## src/rtl/msk_ring_refresh_pipe_pkg.sv

```systemverilog
// Purpose : shared types and helpers for the masked refresh stage and its sibling masked stages.
// Latency : n/a (package only).
// Backpr. : n/a (package only).
package msk_ring_refresh_pipe_pkg;

   // Occupancy of the two-entry output buffer: 0, 1 or 2 words.
   typedef enum logic [1:0] {
      CNT_EMPTY = 2'd0,
      CNT_ONE   = 2'd1,
      CNT_FULL  = 2'd2
   } fifo_cnt_e;

   // Two shares only need one random word: the same mask is added to both shares,
   // so it cancels in the XOR. Wider sharings use one fresh word per share (ring refresh).
   function automatic int rnd_width(input int d, input int w);
      return (d == 2) ? w : d * w;
   endfunction

endpackage

```

## src/rtl/msk_ring_refresh_pipe_fifo2.sv

```systemverilog
// Purpose : two-entry valid/ready register buffer; the head entry is its own flop so pop_dat is never muxed.
// Latency : 1 cycle from push to pop_vld.
// Backpr. : push_rdy is low when both entries are full; it depends only on registered count, never on pop_rdy.
// Ports   : clk, rst (sync, active-high), push_vld/push_rdy/push_dat in, pop_vld/pop_rdy/pop_dat out.
module msk_fifo2
   import msk_ring_refresh_pipe_pkg::*;
#(
   parameter int WIDTH = 64
) (
   input  logic             clk,
   input  logic             rst,
   input  logic             push_vld,
   output logic             push_rdy,
   input  logic [WIDTH-1:0] push_dat,
   output logic             pop_vld,
   input  logic             pop_rdy,
   output logic [WIDTH-1:0] pop_dat
);

   fifo_cnt_e        count_q, count_d;
   logic [WIDTH-1:0] head_q, head_d;
   logic [WIDTH-1:0] tail_q, tail_d;
   logic             push;
   logic             pop;

   assign push_rdy = (count_q != CNT_FULL);
   assign pop_vld  = (count_q != CNT_EMPTY);
   assign pop_dat  = head_q;
   assign push     = push_vld & push_rdy;
   assign pop      = pop_vld & pop_rdy;

   // Head is always the oldest word. With one word held, a simultaneous push/pop
   // writes the new word straight into the head so count stays at one.
   always_comb begin
      count_d = count_q;
      head_d  = head_q;
      tail_d  = tail_q;
      case (count_q)
         CNT_EMPTY: begin
            if (push) begin
               head_d  = push_dat;
               count_d = CNT_ONE;
            end
         end
         CNT_ONE: begin
            if (push && pop) begin
               head_d = push_dat;
            end else if (push) begin
               tail_d  = push_dat;
               count_d = CNT_FULL;
            end else if (pop) begin
               count_d = CNT_EMPTY;
            end
         end
         CNT_FULL: begin
            if (pop) begin
               head_d  = tail_q;
               count_d = CNT_ONE;
            end
         end
         default: begin
            count_d = CNT_EMPTY;
         end
      endcase
   end

   always_ff @(posedge clk) begin
      if (rst) begin
         count_q <= CNT_EMPTY;
         head_q  <= '0;
         tail_q  <= '0;
      end else begin
         count_q <= count_d;
         head_q  <= head_d;
         tail_q  <= tail_d;
      end
   end

endmodule

```

## src/rtl/msk_ring_refresh_pipe.sv

```systemverilog
// Purpose : re-randomises every share of a d-share bus and registers it in front of the masked XOR layer.
// Latency : 1 cycle; a word accepted at edge k is presented on out_data right after edge k.
// Backpr. : share bus and randomness are taken together only; both readies drop when the buffer holds two words.
// Ports   : clk, syn_rst; in_valid/in_ready/in_data (d*W); rnd_valid/rnd_ready/rnd (RND_W);
//           out_valid/out_ready/out_data (d*W, flop-driven). Share i sits at bits [i*W +: W].
module msk_ring_refresh_pipe
   import msk_ring_refresh_pipe_pkg::*;
#(
   parameter int   d     = 2,
   parameter int   W     = 32,
   localparam int  RND_W = rnd_width(d, W)
) (
   input  logic             clk,
   input  logic             syn_rst,
   input  logic             in_valid,
   output logic             in_ready,
   input  logic [d*W-1:0]   in_data,
   input  logic             rnd_valid,
   output logic             rnd_ready,
   input  logic [RND_W-1:0] rnd,
   output logic             out_valid,
   input  logic             out_ready,
   output logic [d*W-1:0]   out_data
);

   logic           buf_rdy;
   logic           xfer;
   logic [d*W-1:0] refreshed;

   // buf_rdy comes from the registered occupancy only, so out_ready never reaches the input readies.
   assign in_ready  = rnd_valid & buf_rdy & ~syn_rst;
   assign rnd_ready = in_valid  & buf_rdy & ~syn_rst;
   assign xfer      = in_valid & rnd_valid & buf_rdy & ~syn_rst;

   // Each output share gets two masks (one for d==2, applied to both shares) so the
   // XOR over all shares is unchanged while every individual share is fresh.
   for (genvar i = 0; i < d; i++) begin : g_share
      if (d == 2) begin : g_two
         assign refreshed[i*W +: W] = in_data[i*W +: W] ^ rnd[0 +: W];
      end else begin : g_ring
         assign refreshed[i*W +: W] = in_data[i*W +: W]
                                    ^ rnd[i*W +: W]
                                    ^ rnd[((i + d - 1) % d)*W +: W];
      end
   end

   // The refreshed value is registered before leaving, so upstream glitches cannot
   // combine shares at the XOR gadget inputs.
   msk_fifo2 #(
      .WIDTH (d*W)
   ) u_buf (
      .clk      (clk),
      .rst      (syn_rst),
      .push_vld (xfer),
      .push_rdy (buf_rdy),
      .push_dat (refreshed),
      .pop_vld  (out_valid),
      .pop_rdy  (out_ready),
      .pop_dat  (out_data)
   );

endmodule
```

## config.mk

```make
export PLATFORM = sky130hd
export DESIGN_NAME = msk_ring_refresh_pipe
export DESIGN_NICKNAME = d
export VERILOG_FILES = /design/src/rtl/msk_ring_refresh_pipe_pkg.sv /design/src/rtl/msk_ring_refresh_pipe_fifo2.sv /design/src/rtl/msk_ring_refresh_pipe.sv
export SDC_FILE = /design/constraint.sdc
export NUM_CORES = 1
export LEC_CHECK = 0
export ABC_CLOCK_PERIOD_IN_PS = 4700
export BUFFER_PORTS_ARGS = -buffer_cell sky130_fd_sc_hd__buf_2
export CAP_MARGIN = 20
export CORE_ASPECT_RATIO = 1.2
export CORE_MARGIN = 1
export CORE_UTILIZATION = 56
export DETAILED_ROUTE_END_ITERATION = 12
export HOLD_SLACK_MARGIN = 0.06
export PLACE_DENSITY = 0.95
export SYNTH_ARGS = -nofsm -noshare
export SYNTH_HDL_FRONTEND = slang
export SYNTH_SLANG_ARGS = --single-unit
```

## constraint.sdc

```tcl
create_clock -name clk -period 4.7 [get_ports clk]
set_clock_uncertainty 0.15 [all_clocks]
set_input_delay 0.94 -clock clk [delete_from_list [all_inputs] [get_ports clk]]
set_output_delay 0.94 -clock clk [all_outputs]
set_load 0.1 [all_outputs]
```

==> results of run 1 <==
per-layer routing:
layer  vias to the layer above  share of wire [%]
li1                       2541                  -
met1                      2345                 43
met2                       168                 48
met3                        30                5.8
met4                         2                2.6
met5                         -              0.090
cells by family (layout without fill, tap and decap cells):
kind of cell / after synthesis / count (layout) / share of synthesized area, %
muxes: 1 / 1 / 0.170
buffers and inverters: 58 / 206 / 5.28
DFF: 130 / 130 / 44.3
xor gates and xnor gates: 64 / 64 / 9.54
AOI/OAI and AO/OA: 196 / 196 / 27.0
and+or+nand+nor: 205 / 205 / 13.7
per-stage QoR:
| step | instance area [µm²] | util [%] | hold WS, ns |
|---|---|---|---|
| floorplan | 5880 | - | 0.328 |
| global placement | 6660 | 65.9 | 0.284 |
| detailed placement | 6660 | 65.9 | 0.290 |
| CTS | 7280 | 72.0 | 0.297 |
| global route | 7280 | 72.0 | 0.318 |
| finish | 7280 | 72.0 | 0.296 |
critical path, cell delays in order:
cell and delay (ns):
buf_4 0.70, and3b_1 0.26, buf_2 0.28
final timing paths:
path	startpoint	depth (start not counted)	end
setup / recovery	syn_rst	3	in_ready
hold / removal	u_buf.pop_dat[58]$_SDFFE_PP0P_	2	u_buf.pop_dat[58]$_SDFFE_PP0P_
setup reg to reg	u_buf.count_q[1]$_SDFFE_PP0P_	5	u_buf.pop_dat[26]$_SDFFE_PP0P_
hold reg to reg	u_buf.pop_dat[58]$_SDFFE_PP0P_	2	u_buf.pop_dat[58]$_SDFFE_PP0P_
layout by cell type (no fill, tap or decap), types with 3 or more instances in the layout:
cell type | Yosys | final
nor2_1 | 68 | 68
clkinv_2 | 0 | 3
nand2_1 | 129 | 129
xnor2_1 | 64 | 64
o211ai_1 | 64 | 64
buf_2 | 14 | 166
dfxtp_1 | 130 | 130
a211oi_1 | 14 | 14
bufinv_16 | 0 | 4
buf_4 | 6 | 6
a21oi_1 | 64 | 64
clkbuf_16 | 0 | 17
clkinv_4 | 0 | 3
a211oi_2 | 50 | 50
state kept, by name, indices dropped and copies added, names as in the netlist:
signal / count
u_buf.count_q: 2
u_buf.pop_dat: 64
u_buf.tail_q: 64
Yosys cell counts (6+ instances only):
| cell | n |
|---|---|
| a211oi_1 | 14 |
| xnor2_1 | 64 |
| buf_6 | 7 |
| a21oi_1 | 64 |
| o211ai_1 | 64 |
| clkbuf_1 | 31 |
| a211oi_2 | 50 |
| nor2_1 | 68 |
| dfxtp_1 | 130 |
| nand2_1 | 129 |
| buf_4 | 6 |
| buf_2 | 14 |
area by class of cell:
class / count / area (µm²) / area share (%)
Tap cell: 126 / 158 / 2.17
Clock inverter: 13 / 185 / 2.55
Timing Repair Buffer: 174 / 916 / 12.6
Clock buffer: 19 / 433 / 5.95
Sequential cell: 130 / 2600 / 35.8
Multi-Input combinational cell: 466 / 2980 / 41.0
report_power, final:
group / internal, mW / total [mW] / switching (mW)
Combinational: 0.127 / 0.473 / 0.345
Clock: 0.888 / 1.38 / 0.488
Sequential: 1.13 / 1.15 / 0.0156
==> results.toml, run 1 <==
[grt]
grtUsageTotal_pct = 27.6
grt_max_degree = 97
gr-usage-met3_pct = 7.64
busiest_layer = "met2"
grt.met1_usage_pct = 34.1
overflow = 0
use_met2_pct = 44.1
grt_pass1_wl_um = 23000
grt_pass1_vias = 4819
antenna_found_initial = 1

[clock_tree]
worstSkewPairLatency_ns = 0.41
cts_resized = 0
clk_path_buf_depth = 2
cts_tree = "built"
path_clk_slew_ns = 0.05
cts-buffers-inserted = 17
cts_sinks = 130
h-tree-depth = 4
cts_setup_buffers = 0
hold_buffers = 0
cts_root_buf = "clkbuf_16"

[yosys]
synth_nets = 755
synthFlopType = "dfxtp_1"
syn_area_um2 = 5880
synth.area.top_cells = "dfxtp_1 44%, a211oi_2 11%, xnor2_1 9.5%"
ys_seq_area_share_pct = 44.3
postSynthAreaPerCell_um2 = 8.99
ys_warn_count = 0
ys_seq_elements = 130
synth_cells = 654
synth_edf_count = 0
netlist-cell-type-count = 24
synth.top_cell.area_share_pct = 44.3
synth_area_leader_cell = "dfxtp_1"
async_flop_share_pct = 0

[layout]
layout-drive-gt1-share_pct = 32.5
num_antenna_cells = 0
synthToLayoutAreaGrowth_pct = 23.8
fin_nets = 890
final_cells = 928
fillCellCount = 733

[critical_path]
r2r_slack_ns = 2.30
crit_fanout = 78
arrival_ns = 2.19
required_ns = 3.61
worstSetupPathType = "in -> out"
cp-start-kind = "primary input"
end_kind = "primary output"

[detailed_routing]
num_vias = 5086
routed_wl_um = 14400
dr.pass1.iters = 4
drtIter0Drc = 293
vias_per_cell = 5.48
drtAntennaViolNets = 0
drcViolationCount = 0
wl_per_cell_um = 15.5

[pwr]
ir_worst_vdd_mv = 0.256
p_per_area_nw_per_um2 = 412
power_mw = 3.00
leakagePower_nw = 2.87

[place]
dp_worst_setup_slack_ns = 1.39
post-place-cells = 896
portBuffers = 167
hpwl_um = 9700
place_congestion = 0.808

[timing]
setup_viol = 0
hold_viol = 0
tns_ns = 0
finalCritPeriodShare_pct = 69.7
worst_pin_slew_ns = 0.958
max_freq_ghz = 0.305
fin_crit_ns = 3.28
maxSlewViolCount = 0
fin_ws_ns = 1.42
slew_headroom_pct = 36.1
rsz0062_at_grt = "no"

[floorplan]
die_h_um = 114
dieArea_um2 = 10900
start_util_pct = 58.1
coreArea_um2 = 10100
row_count = 40
die_x_um = 95.5
ios = 168

[status]
status = "finished, final reports clean"

[flow_run]
cap_violations = 0

[worst_hold_path]
hold_path_class = "reg -> reg"
Power figures use the tool's default switching activity.
==> inputs of run 2 (changes only) <==
Settings changed: ABC_CLOCK_PERIOD_IN_PS 4700 to 3200, CORE_UTILIZATION 56 to 52, PLACE_DENSITY 0.95 to 0.9.
Clock period 4.7 ns to 3.2 ns, I/O delays scaled along.
==> results.toml, run 2 (same netlist as run 1, synthesis figures left out) <==
[status]
status = "finished, final reports clean"

[timing]
slew_headroom_pct = 53.1
setup_viol = 0
worst_pin_slew_ns = 0.703
hold_viol = 0
tns_ns = 0
rsz0062_at_grt = "no"
max_freq_ghz = 0.359
holdWs_ns = 0.296
finalCritPeriodShare_pct = 86.9
fin_crit_ns = 2.78
maxSlewViolCount = 0

[critical_path]
reg2reg_from = "u_buf.count_q[0]$_SDFFE_PP0P_"
cp-start-kind = "flip-flop"
crit_fanout = 45
worstSetupPathType = "reg -> out"
startpoint = "u_buf.count_q[1]$_SDFFE_PP0P_"
end_kind = "primary output"
required_ns = 2.41
arrival_ns = 1.99

[layout]
fillCellCount = 866
layout-drive-gt1-share_pct = 32.9
final_cell_mix = "166 x buf_2, 130 x dfxtp_1, 129 x nand2_1"
utilization_pct = 66.0
synthToLayoutAreaGrowth_pct = 23.9
fin_nets = 893
final_common_cell = "buf_2"
seq_area_um2 = 2600
final_area_um2 = 7280
multi_input_area_um2 = 2980

[place]
portBuffers = 167
placed_cell_area_um2 = 6700
hpwl_um = 9850
place_congestion = 0.839

[detailed_routing]
dr.pass1.iters = 4
vias_per_cell = 5.49
drtAntennaViolNets = 0
drtIter0Drc = 321
wl_per_cell_um = 15.7
drcViolationCount = 0
routed_wl_um = 14700
num_vias = 5150

[flow_run]
cap_violations = 0

[clock_tree]
clk_path_buf_depth = 2
hold_buffers = 0
cts_sinks = 130
cts-buffers-inserted = 17
worstSkewPairLatency_ns = 0.41
path_clk_slew_ns = 0.05
cts_tree = "built"
h-tree-depth = 4
cts_setup_buffers = 0
cts_root_buf = "clkbuf_16"
cts_resized = 0

[pwr]
p_per_area_nw_per_um2 = 585
leakagePower_nw = 2.88
seqPwrFrac_pct = 39.6
power_frac_comb_pct = 16.4
p_sw_share_pct = 28.4
power.switching_mw = 1.21
p_int_mw = 3.05
ir_worst_vdd_mv = 0.422
clkPwrFrac_pct = 44.0

[grt]
grt_pass1_wl_um = 23900
overflow = 0
grt_pass1_vias = 4812
grt_max_degree = 65
grtUsageTotal_pct = 26.5
antenna_found_initial = 1

[floorplan]
row_count = 42
die_h_um = 118
ios = 168
dieArea_um2 = 11700
start_util_pct = 53.3
die_x_um = 99.0
coreArea_um2 = 11000

[worst_hold_path]
hold_start = "u_buf.pop_dat[10]$_SDFFE_PP0P_"
hold_path_class = "reg -> reg"
[run 2: cell count changes in the layout (fill, tap and decap cells not counted)]
cell / change
buf_4: +2
clkinv_2: +4
buf_12: +1
clkbuf_1: -1
diode_2: +1
bufinv_16: -2
clkbuf_8: +3
clkinv_4: -3
inv_6: -1
[run 2: power groups by stage]
stage	Combinational (mW)	Sequential [mW]	Clock [mW]
floorplan	0.281	1.96	0
global placement	0.682	1.72	0
detailed placement	0.692	1.72	0
CTS	0.697	1.69	1.91
global route	0.740	1.69	1.98
finish	0.697	1.69	1.87
[run 2: final cells by class]
cell class | instances | share of cell area (%)
repair buffers | 177 | 13.1
well taps | 132 | 2.27
multi-input cells | 466 | 40.9
flip-flops and latches | 130 | 35.7
clock inverters | 11 | 1.51
diodes | 1 | 0.0344
clock buffers | 21 | 6.46
[run 2: worst paths after layout]
check,endpoint,cells after the start,slack (ns)
worst max register to register,u_buf.pop_dat[27]$_SDFFE_PP0P_,5,1.06
worst min-delay path,u_buf.pop_dat[10]$_SDFFE_PP0P_,2,0.30
worst max-delay path,rnd_ready,3,0.42
worst min register to register,u_buf.pop_dat[10]$_SDFFE_PP0P_,2,0.30
[run 2: worst max-delay path, cell delays in order, from the launching register on]
cell and delay, ns:
dfxtp_1 0.59, nand2b_4 0.39, and3b_1 0.30, buf_2 0.29
[run 2: layer usage]
layer / routed length (µm) / share of wire [%] / vias up / track usage, %
met3: 839 / 5.7 / 35 / 7.21
met2: 6900 / 47 / 164 / 40.0
met5: 0 / 0 / - / 0
li1: - / - / 2553 / -
met4: 441 / 3.0 / 0 / 13.4
met1: 6530 / 44 / 2398 / 34.5
[run 2: metrics by stage]
| stage | power, mW | cells | worst slack, ns |
|---|---|---|---|
| floorplan | 2.24 | 654 | 0.422 |
| detailed placement | 2.41 | 905 | 0.773 |
| global route | 4.41 | 938 | 0.298 |
| CTS | 4.30 | 937 | 0.396 |
| global placement | 2.40 | 905 | 0.864 |
| finish | 4.26 | 938 | 0.418 |
==> inputs of run 3 (changes only) <==
Settings changed: CORE_MARGIN 1 to 4.
==> results.toml, run 3 (same netlist as run 1, synthesis figures left out) <==
[clock_tree]
hold_buffers = 0
cts_sinks = 130
cts-buffers-inserted = 17
cts_resized = 0
h-tree-depth = 4
cts_setup_buffers = 0
cts_root_buf = "clkbuf_16"
worstSkewPairLatency_ns = 0.42
cts_tree = "built"
clk_path_buf_depth = 2
path_clk_slew_ns = 0.06

[critical_path]
crit_fanout = 34
arrival_ns = 1.89
r2r_slack_ns = 0.95
cp-start-kind = "flip-flop"
crit_slowest_cell = "dfxtp_1"
cpPeakStageDelay_ns = 0.60
worstPathCellList = "nand2b_4 > and3b_1 > buf_2"
required_ns = 2.41
crit_family = "flip-flops"
end_kind = "primary output"
path_buf_inv = 1
worstSetupPathType = "reg -> out"

[timing]
setup_viol = 0
hold_viol = 0
tns_ns = 0
maxSlewViolCount = 0
slew_headroom_pct = 47.1
fin_crit_ns = 2.68
worst_pin_slew_ns = 0.794
max_freq_ghz = 0.374
finalCritPeriodShare_pct = 83.6
rsz0062_at_grt = "no"

[layout]
final_cell_mix = "166 x buf_2, 130 x dfxtp_1, 129 x nand2_1"
fin_nets = 896
synthToLayoutAreaGrowth_pct = 25.9
layout-drive-gt1-share_pct = 33.3
final_common_cell = "buf_2"
utilization_pct = 67.1

[floorplan]
start_util_pct = 53.3
dieArea_um2 = 13100
coreArea_um2 = 11000
row_count = 42
die_h_um = 124
ios = 168
die_x_um = 105

[grt]
grt_pass1_wl_um = 24400
antenna_found_initial = 3
grtUsageTotal_pct = 23.1
overflow = 0
grt_max_degree = 65
grt_pass1_vias = 4897

[flow_run]
cap_violations = 0

[detailed_routing]
wl_per_cell_um = 16.6
dr.pass1.iters = 5
drtAntennaViolNets = 0
drcViolationCount = 0
num_vias = 5213
vias_per_cell = 5.53
routed_wl_um = 15700
drtIter0Drc = 292

[pwr]
leakagePower_nw = 2.91
p_per_area_nw_per_um2 = 605
ir_worst_vdd_mv = 0.350

[worst_hold_path]
hold_path_class = "reg -> reg"

[status]
status = "finished, final reports clean"

[place]
hpwl_um = 10400
portBuffers = 167
place_congestion = 0.780
run 3: cell types whose count changed in the layout (fill, tap and decap cells not counted), sizes merged:
| cell | before | now |
|---|---|---|
| diode | 1 | 2 |
| buf | 177 | 180 |
| clkbuf | 21 | 20 |
| clkinvlp | 2 | 5 |
| bufinv | 2 | 4 |
| clkinv | 7 | 3 |
run 3: layer usage:
| metal | share of wire [%] | routed length [µm] | GRT usage [%] |
|---|---|---|---|
| met5 | 0.045 | 7 | 0 |
| met3 | 5.9 | 919 | 5.91 |
| met2 | 47 | 7410 | 35.7 |
| met4 | 3.3 | 519 | 11.3 |
| met1 | 44 | 6820 | 29.9 |
run 3: power breakdown:
part	internal, mW	switching [mW]
Sequential	1.66	0.0232
Combinational	0.190	0.512
Clock	1.37	0.721
Total	3.22	1.26
run 3: area by class of cell:
class,count,area [µm²]
Tap cell,132,165
Clock inverter,12,180
Sequential cell,130,2600
Clock buffer,20,467
Multi-Input combinational cell,466,2980
Fill cell,846,3640
Antenna cell,2,5.00
Timing Repair Buffer,180,998
run 3: worst paths after layout:
kind | from | to | depth (start not counted)
hold / removal | u_buf.pop_dat[10]$_SDFFE_PP0P_ | u_buf.pop_dat[10]$_SDFFE_PP0P_ | 2
hold reg to reg | u_buf.pop_dat[10]$_SDFFE_PP0P_ | u_buf.pop_dat[10]$_SDFFE_PP0P_ | 2
setup / recovery | u_buf.count_q[1]$_SDFFE_PP0P_ | rnd_ready | 3
setup reg to reg | u_buf.count_q[0]$_SDFFE_PP0P_ | u_buf.tail_q[5]$_SDFFE_PP0P_ | 5
run 3: worst register-to-register path, cell delays in order (launching register included):
cell and delay, ns:
dfxtp_1 0.39, nor2b_2 0.30, nor4b_4 0.69, buf_12 0.30
nor2_1 0.11, a211oi_2 0.22
run 3: through the flow:
step,setup slack (ns),power (mW),cells,hold WS (ns),area [µm²]
2_1_floorplan,0.422,2.24,654,0.328,5880
3_3_place_gp,0.746,2.40,908,0.286,6750
3_5_place_dp,0.671,2.41,908,0.291,6750
4_1_cts,0.518,4.48,940,0.297,7390
5_1_grt,0.413,4.60,942,0.312,7400
6_report,0.524,4.47,942,0.295,7400
